### config.mk
export PLATFORM = sky130hd
export DESIGN_NAME = pe_stream_driver
export DESIGN_NICKNAME = d
export VERILOG_FILES = /design/src/rtl/pe_stream_driver.sv
export SDC_FILE = /design/constraint.sdc
export NUM_CORES = 1
export LEC_CHECK = 0
export CORE_MARGIN = 2
export CORE_UTILIZATION = 54
export DETAILED_ROUTE_END_ITERATION = 6
export PLACE_DENSITY = 0.82
export SLEW_MARGIN = 10
export SYNTH_ARGS = -nofsm -noshare
export SYNTH_HDL_FRONTEND = slang
export SYNTH_SLANG_ARGS = --single-unit
export TNS_END_PERCENT = 1
### constraint.sdc
create_clock -name clk -period 4.4 [get_ports clk]
set_clock_uncertainty 0.1 [all_clocks]
set_input_delay 0.88 -clock clk [delete_from_list [all_inputs] [get_ports clk]]
set_output_delay 0.88 -clock clk [all_outputs]
set_load 0.1 [all_outputs]
### src/rtl/pe_stream_driver.sv
// pe_stream_driver: buffers host (weight, activation) pairs in a FIFO and
// replays them to a PE as contiguous groups of itr beats per neuron. It then
// waits for the PE completion flag (or a timeout) and returns the quantized
// result to the host over a valid/ready channel.
`timescale 1ns/1ps
module pe_stream_driver #(
    parameter int N       = 16,
    parameter int itr     = 8,
    parameter int DEPTH   = 16,
    parameter int TIMEOUT = 255
) (
    input  logic             clk,
    input  logic             rst,
    input  logic             in_valid,
    output logic             in_ready,
    input  logic [N-1:0]     in_weight,
    input  logic [N-1:0]     in_iact,
    output logic             pe_rst,
    output logic [N-1:0]     pe_weight,
    output logic [N-1:0]     pe_iact,
    output logic             pe_beat,
    input  logic [N/2-1:0]   pe_outp,
    input  logic             pe_done,
    output logic             res_valid,
    input  logic             res_ready,
    output logic [N/2-1:0]   res_data,
    output logic [7:0]       res_tag,
    output logic             res_err
);

    localparam int AW = (DEPTH > 1) ? $clog2(DEPTH) : 1;
    localparam int CW = AW + 1;
    localparam int BW = (itr > 1) ? $clog2(itr) : 1;

    typedef enum logic [2:0] {
        S_IDLE,
        S_CLEAR,
        S_STREAM,
        S_WAIT,
        S_RESULT
    } state_t;

    // FIFO storage and bookkeeping
    logic [2*N-1:0] mem_q [DEPTH];
    logic [AW-1:0]  wr_ptr_q;
    logic [AW-1:0]  rd_ptr_q;
    logic [CW-1:0]  count_q;
    logic [CW-1:0]  count_d;
    logic           push;
    logic           pop;

    // Sequencer state and registered outputs
    state_t         state_q;
    logic [BW-1:0]  beat_q;
    logic [7:0]     timer_q;
    logic           pe_rst_q;
    logic           pe_beat_q;
    logic [N-1:0]   pe_weight_q;
    logic [N-1:0]   pe_iact_q;
    logic           res_valid_q;
    logic [N/2-1:0] res_data_q;
    logic [7:0]     res_tag_q;
    logic           res_err_q;

    // Ready is derived straight from the occupancy so a full FIFO refuses
    // the pair in the very cycle it becomes full.
    assign in_ready = (count_q != CW'(DEPTH));
    assign push     = in_valid && in_ready;
    // A whole beat group is buffered before STREAM starts, so popping
    // unconditionally in STREAM can never underflow.
    assign pop      = (state_q == S_STREAM);

    // Occupancy next-state: simultaneous push and pop leave it unchanged
    always_comb begin
        count_d = count_q;
        case ({push, pop})
            2'b10:   count_d = count_q + CW'(1);
            2'b01:   count_d = count_q - CW'(1);
            default: count_d = count_q;
        endcase
    end

    // FIFO write port; contents need no reset since the pointers define validity
    always_ff @(posedge clk) begin
        if (!rst && push) begin
            mem_q[wr_ptr_q] <= {in_weight, in_iact};
        end
    end

    // FIFO pointers and occupancy; reset discards everything buffered
    always_ff @(posedge clk) begin
        if (rst) begin
            wr_ptr_q <= '0;
            rd_ptr_q <= '0;
            count_q  <= '0;
        end else begin
            if (push) begin
                wr_ptr_q <= wr_ptr_q + AW'(1);
            end
            if (pop) begin
                rd_ptr_q <= rd_ptr_q + AW'(1);
            end
            count_q <= count_d;
        end
    end

    // Neuron sequencer with registered PE and result outputs
    always_ff @(posedge clk) begin
        if (rst) begin
            state_q     <= S_IDLE;
            beat_q      <= '0;
            timer_q     <= '0;
            pe_rst_q    <= 1'b0;
            pe_beat_q   <= 1'b0;
            pe_weight_q <= '0;
            pe_iact_q   <= '0;
            res_valid_q <= 1'b0;
            res_data_q  <= '0;
            res_tag_q   <= '0;
            res_err_q   <= 1'b0;
        end else begin
            // Strobes and beat data default low so the PE bus is idle at 0
            pe_rst_q    <= 1'b0;
            pe_beat_q   <= 1'b0;
            pe_weight_q <= '0;
            pe_iact_q   <= '0;
            case (state_q)
                S_IDLE: begin
                    if (count_q >= CW'(itr)) begin
                        state_q  <= S_CLEAR;
                        pe_rst_q <= 1'b1;
                    end
                end
                S_CLEAR: begin
                    state_q <= S_STREAM;
                    beat_q  <= '0;
                end
                S_STREAM: begin
                    // Registered read of the head pair: it reaches the PE next cycle
                    pe_beat_q                <= 1'b1;
                    {pe_weight_q, pe_iact_q} <= mem_q[rd_ptr_q];
                    if (beat_q == BW'(itr - 1)) begin
                        state_q <= S_WAIT;
                        beat_q  <= '0;
                        timer_q <= '0;
                    end else begin
                        beat_q <= beat_q + BW'(1);
                    end
                end
                S_WAIT: begin
                    // A completion in the same cycle the timer expires still wins
                    if (pe_done) begin
                        res_data_q  <= pe_outp;
                        res_err_q   <= 1'b0;
                        res_valid_q <= 1'b1;
                        state_q     <= S_RESULT;
                    end else if (timer_q == 8'(TIMEOUT)) begin
                        res_data_q  <= '0;
                        res_err_q   <= 1'b1;
                        res_valid_q <= 1'b1;
                        state_q     <= S_RESULT;
                    end else begin
                        timer_q <= timer_q + 8'd1;
                    end
                end
                S_RESULT: begin
                    // Result fields are held untouched until the host takes them
                    if (res_ready) begin
                        res_valid_q <= 1'b0;
                        res_tag_q   <= res_tag_q + 8'd1;
                        state_q     <= S_IDLE;
                    end
                end
                default: begin
                    state_q <= S_IDLE;
                end
            endcase
        end
    end

    assign pe_rst    = pe_rst_q;
    assign pe_beat   = pe_beat_q;
    assign pe_weight = pe_weight_q;
    assign pe_iact   = pe_iact_q;
    assign res_valid = res_valid_q;
    assign res_data  = res_data_q;
    assign res_tag   = res_tag_q;
    assign res_err   = res_err_q;

endmodule

# Yosys cells after proc, flatten, opt, wreduce, memory -nomap -nowiden
# Memory sizes are Yosys's and may differ from the RTL's. A register that Yosys moved wholly into a read port is not among the register bits.
# Cells that the tools add are included.
[totals]
regBits = 47
ram_bits = 512
in_bits = 45
output_inout_bits = 53
elab_cells = 78
memories = 1
[classes]
addsub = 7
order_cmp = 1
eq_ne = 15
mux = 24
bitwise = 2
n_reduce_logical = 16
[mem_list]
columns = ["name", "depth", "word_bits", "rd", "rd_ports_with_merged_regs", "wr", "line", "text"]
rows = [
  ["mem_q", 16, 32, 1, 1, 1, "44", "logic [2*N-1:0] mem_q [DEPTH];"],
]
[ops]
columns = ["cell", "count"]
rows = [
  ["$mux 8", 5],
  ["$mux 3", 6],
  ["$add 8x1->8 const B", 2],
  ["$pmux 8 s2", 1],
  ["$pmux 3 s5", 1],
  ["$pmux 5 s2", 1],
  ["$reduce_bool 2->1", 5],
  ["$add 4x1->4 const B", 2],
  ["$eq 8x8->1 const B", 1],
  ["$mux 1", 8],
  ["$ne 2x2->1 const B", 4],
  ["$reduce_and 4->1", 2],
  ["$eq 3x2->1 const B", 2],
  ["$eq 3x3->1 const B", 2],
  ["$pmux 3 s2", 1],
  ["$add 5x1->5 const B", 1],
  ["$ge 5x4->1 const B", 1],
  ["$ne 5x5->1 const B", 1],
  ["$sub 5x1->5 const B", 1],
  ["$reduce_and 2->1", 2],
  ["$reduce_or 2->1", 2],
  ["$add 3x1->3 const B", 1],
  ["$eq 3x1->1 const B", 1],
  ["$logic_not 3->1", 1],
  ["other kinds (9)", 11],
]

# Depth between registers and ports, before layout
[logic_depth]
depth_word = 5
mapped_depth = 9
mapped_depth_nobuf = 9

# Worst setup path after synthesis
# Ideal clock, no wire load.
[synth_timing]
path_type = "input-to-reg"
start = "input port rst"
end = "memory mem_q[0][0] (netlist name), enable pin"
arrival_ns = 3.814
required_ns = 3.839
setup_slack_ns = 0.025
cell_stages = 4
path_cell_list = "clkbuf_1 a211oi_1 nand2_1 nor3_1"
[synth_via]
elab_chain_len = 4
[synth_lines]
columns = ["element", "line", "text"]
rows = [
  ["from (decl)", "13", "input logic rst,"],
  ["$logic_not 1->1", "85", "if (!rst && push) begin"],
  ["$logic_and 1x1->1", "85", ""],
  ["$mux 1", "85", ""],
  ["$mux 1 (not written as such)", "86", "mem_q[wr_ptr_q] <= {in_weight, in_iact};"],
  ["to (decl)", "44", ""],
]
# Every way passes these cells.

# Final worst setup path
[layout_timing]
start = "register count_q[0]"
end = "output port in_ready"
[layout_via]
elab_chain_len = 1
[layout_lines]
columns = ["element", "line", "text"]
rows = [
  ["from (decl)", "47", "logic [CW-1:0] count_q;"],
  ["from (signal assigned)", "103", "count_q <= count_d;"],
  ["$ne 5x5->1", "67", "assign in_ready = (count_q != CW'(DEPTH));"],
  ["to (decl)", "15", "output logic in_ready,"],
]
# Every way passes these cells.

==> run metrics <==
outcome complete, no violations; Max VDD drop 0.3552 mV; syn_nets 1149; pwr dens between 400 and 500 nW/um2; Finished Cell Area 25930 um2; final hold violation count 0; total gr overflow 0; Hold Crit Class reg2reg; total of max-cap violations 0; most common cell after layout, fill and taps aside edfxtp_1; clock root buffer clkbuf_16; full die area 42590 um2; highest-count cells in the layout ignoring fill and taps 512 x edfxtp_1, 128 x mux4_2, 97 x clkdlybuf4s50_1; Initial Utilization 54.42%; Boundary Pins 98; first-pass GRT wire length a little over 70 mm; GR Util met2 38.77%; Critical Path Fanout Max 5; clock slew seen by the registers of the worst setup and hold paths 0.06 ns; vias per inst 6.165; fin crit share 89.75%; largest net degree at the start of global routing 71; asr flop ratio synth 0%; critical-path cell list nor4_1, nand2_1, clkdlybuf4s50_1; WL final 47.35 mm; number of buffers created by CTS between 50 and 60; Data required, critical path 3.42 ns; post-placement cell area 24060 um2; grt met1 use 30.04%; Clock Latency Late Sink 0.62 ns; vias 11140; cts hold-fix bufs 0; leakage power a little over 8 nW; final setup violation count 0; footprint of the multi-input gates 4954 um2; crit-path max cell delay ~1 ns; Yosys warnings 0; mean post-synth cell area 20.29 um2; post-route ant nets 0; Area Growth Syn to Fin 17.22%; slowest CP cell clkdlybuf4s50_1; kind of critical path reg2out; Worst-Margin Slew 1.169 ns; Seq cells post-synth 591; synthesized area about 22000 um2; router iterations before antenna repair 5; hpwl dp 25.70 mm; initial antenna violation count 2; postcts setup bufs 0; global placement routability congestion about 0.75; final layout net count about 1300; Crit. Startpoint count_q[0]; Total GRT Usage 23.09%; # DRC 0; WL/cell 26.20 um; Slew Limit Headroom 22.09%; CTS tree done; Detailed Route Iter0 Violations 1243; layout cells sized above 1 between 20 and 25%; Die Width 206.4 um; Top delay family on crit path buffers and inverters; Mapped Cells 1090; Peak Freq 253.2 MHz; fin util 63.79%; Main synth FF type edfxtp_1; Core ar. slightly above 40000 um2; count of cell types in the netlist 52; fin. max-slew vios 0; EDFF count, synth 512; CP Launch Type flop; GRT met3 Usage 4.841%; die height 206.4 um; Critical R2R Launch count_q[0]; GRT Max-Usage Layer met2; sequential share of the synthesized area 76.66%; Fillers 2613; FF+latch area 16970 um2; RSZ-0062 raised after global routing no; # rows 74; CTS Buffer Depth 3; vias in the first global route 11640; clock sinks 591; Critical Path End Type primary output; IO Port Bufs 97; critical path arrival 2.97 ns; Hold Path Origin res_data[5]; htree depth 2; Post-CTS Resized 0; CP bufs+invs 1; min Tclk post-route a little under 4 ns; setup tns final 0 ns
==> worst paths after layout <==
| kind | end | slack, ns | depth (start not counted) |
|---|---|---|---|
| worst max-delay path | in_ready | 0.45 | 3 |
| worst min-delay path | res_data[5] | 0.38 | 1 |
| worst max register to register | count_q[4] | 1.24 | 9 |
| worst min register to register | res_data[5] | 0.38 | 1 |
==> metal layers <==
| metal | wire (um) | share of wire, % |
|---|---|---|
| met1 | 17750 | 37 |
| met3 | 3786 | 8.0 |
| met4 | 1434 | 3.0 |
| met2 | 24380 | 51 |
| met5 | 7 | 0.015 |
==> cells in the mapped netlist (7+ instances only) <==
master    instances  area (um2)
a22o_1            8       70.07
nor3_1            9       45.04
xor2_1            9       78.83
dfxtp_1          79        1582
a21oi_1          17       85.08
mux4_2          128        2883
inv_1            15       56.30
nor2_1           41       153.9
nand2_1          46       172.7
edfxtp_1        512       15370
a22oi_1          62       465.5
nand3_1           7       35.03
ha_1             13       162.7
clkbuf_1         14       52.55
buf_2            31       155.2
==> cell families (layout without fill, tap and decap cells) <==
logic type,count (synthesis),count (layout),synth area share (%)
flops,591,591,76.66
simple gates,148,148,3.343
mux,133,133,13.26
compound gates,117,117,3.784
buf+inv,72,256,1.533
xor+xnor,15,15,0.5940
fa+ha+maj,14,14,0.8259
other cells,0,1,0
==> area by class of cell <==
type | instances | area share [%]
Antenna cell | 1 | 0.009651
Clock buffer | 86 | 6.423
Clock inverter | 20 | 0.7817
Inverter | 16 | 0.2316
Multi-Input combinational cell | 427 | 19.10
Sequential cell | 591 | 65.44
Tap cell | 532 | 2.567
Timing Repair Buffer | 134 | 5.443
==> power by group <==
group / switching (W) / internal (W)
clock: 0.00206 / 0.00274
sequential: 0.0000487 / 0.00614
combinational: 0.000232 / 0.000152
total: 0.00234 / 0.00903
==> worst register-to-register path, stage by stage (launching register included) <==
cell and delay, ns:
dfxtp_1 0.36, nor4_1 0.79, a21oi_1 0.28, inv_1 0.11, ha_1 0.27, ha_1 0.31, a21oi_1 0.17, a21oi_1 0.10
or4_1 0.46, a21oi_1 0.16
==> per-stage QoR <==
step           total power [W]  hold WS, ns  std cells  setup slack (ns)
3_5_place_dp          0.006686       0.3590       1700            0.6016
2_1_floorplan         0.006505       0.3535       1090           0.02544
5_1_grt                0.01167       0.3988       1807            0.2663
3_3_place_gp          0.006668       0.3582       1700            0.7498
6_report               0.01137       0.3801       1807            0.4509
4_1_cts                0.01145       0.3805       1806            0.3644
==> flip-flops by register name, indices dropped and copies added, names as in the netlist <==
name,flops
res_data,8
res_err,1
timer_q,8
res_valid,1
res_tag,8
pe_iact,16
state_q,3
pe_rst,1
beat_q,3
count_q,5
pe_weight,16
rd_ptr_q,4
wr_ptr_q,4
pe_beat,1
mem_q,512
(Power assumes the default switching activity.)
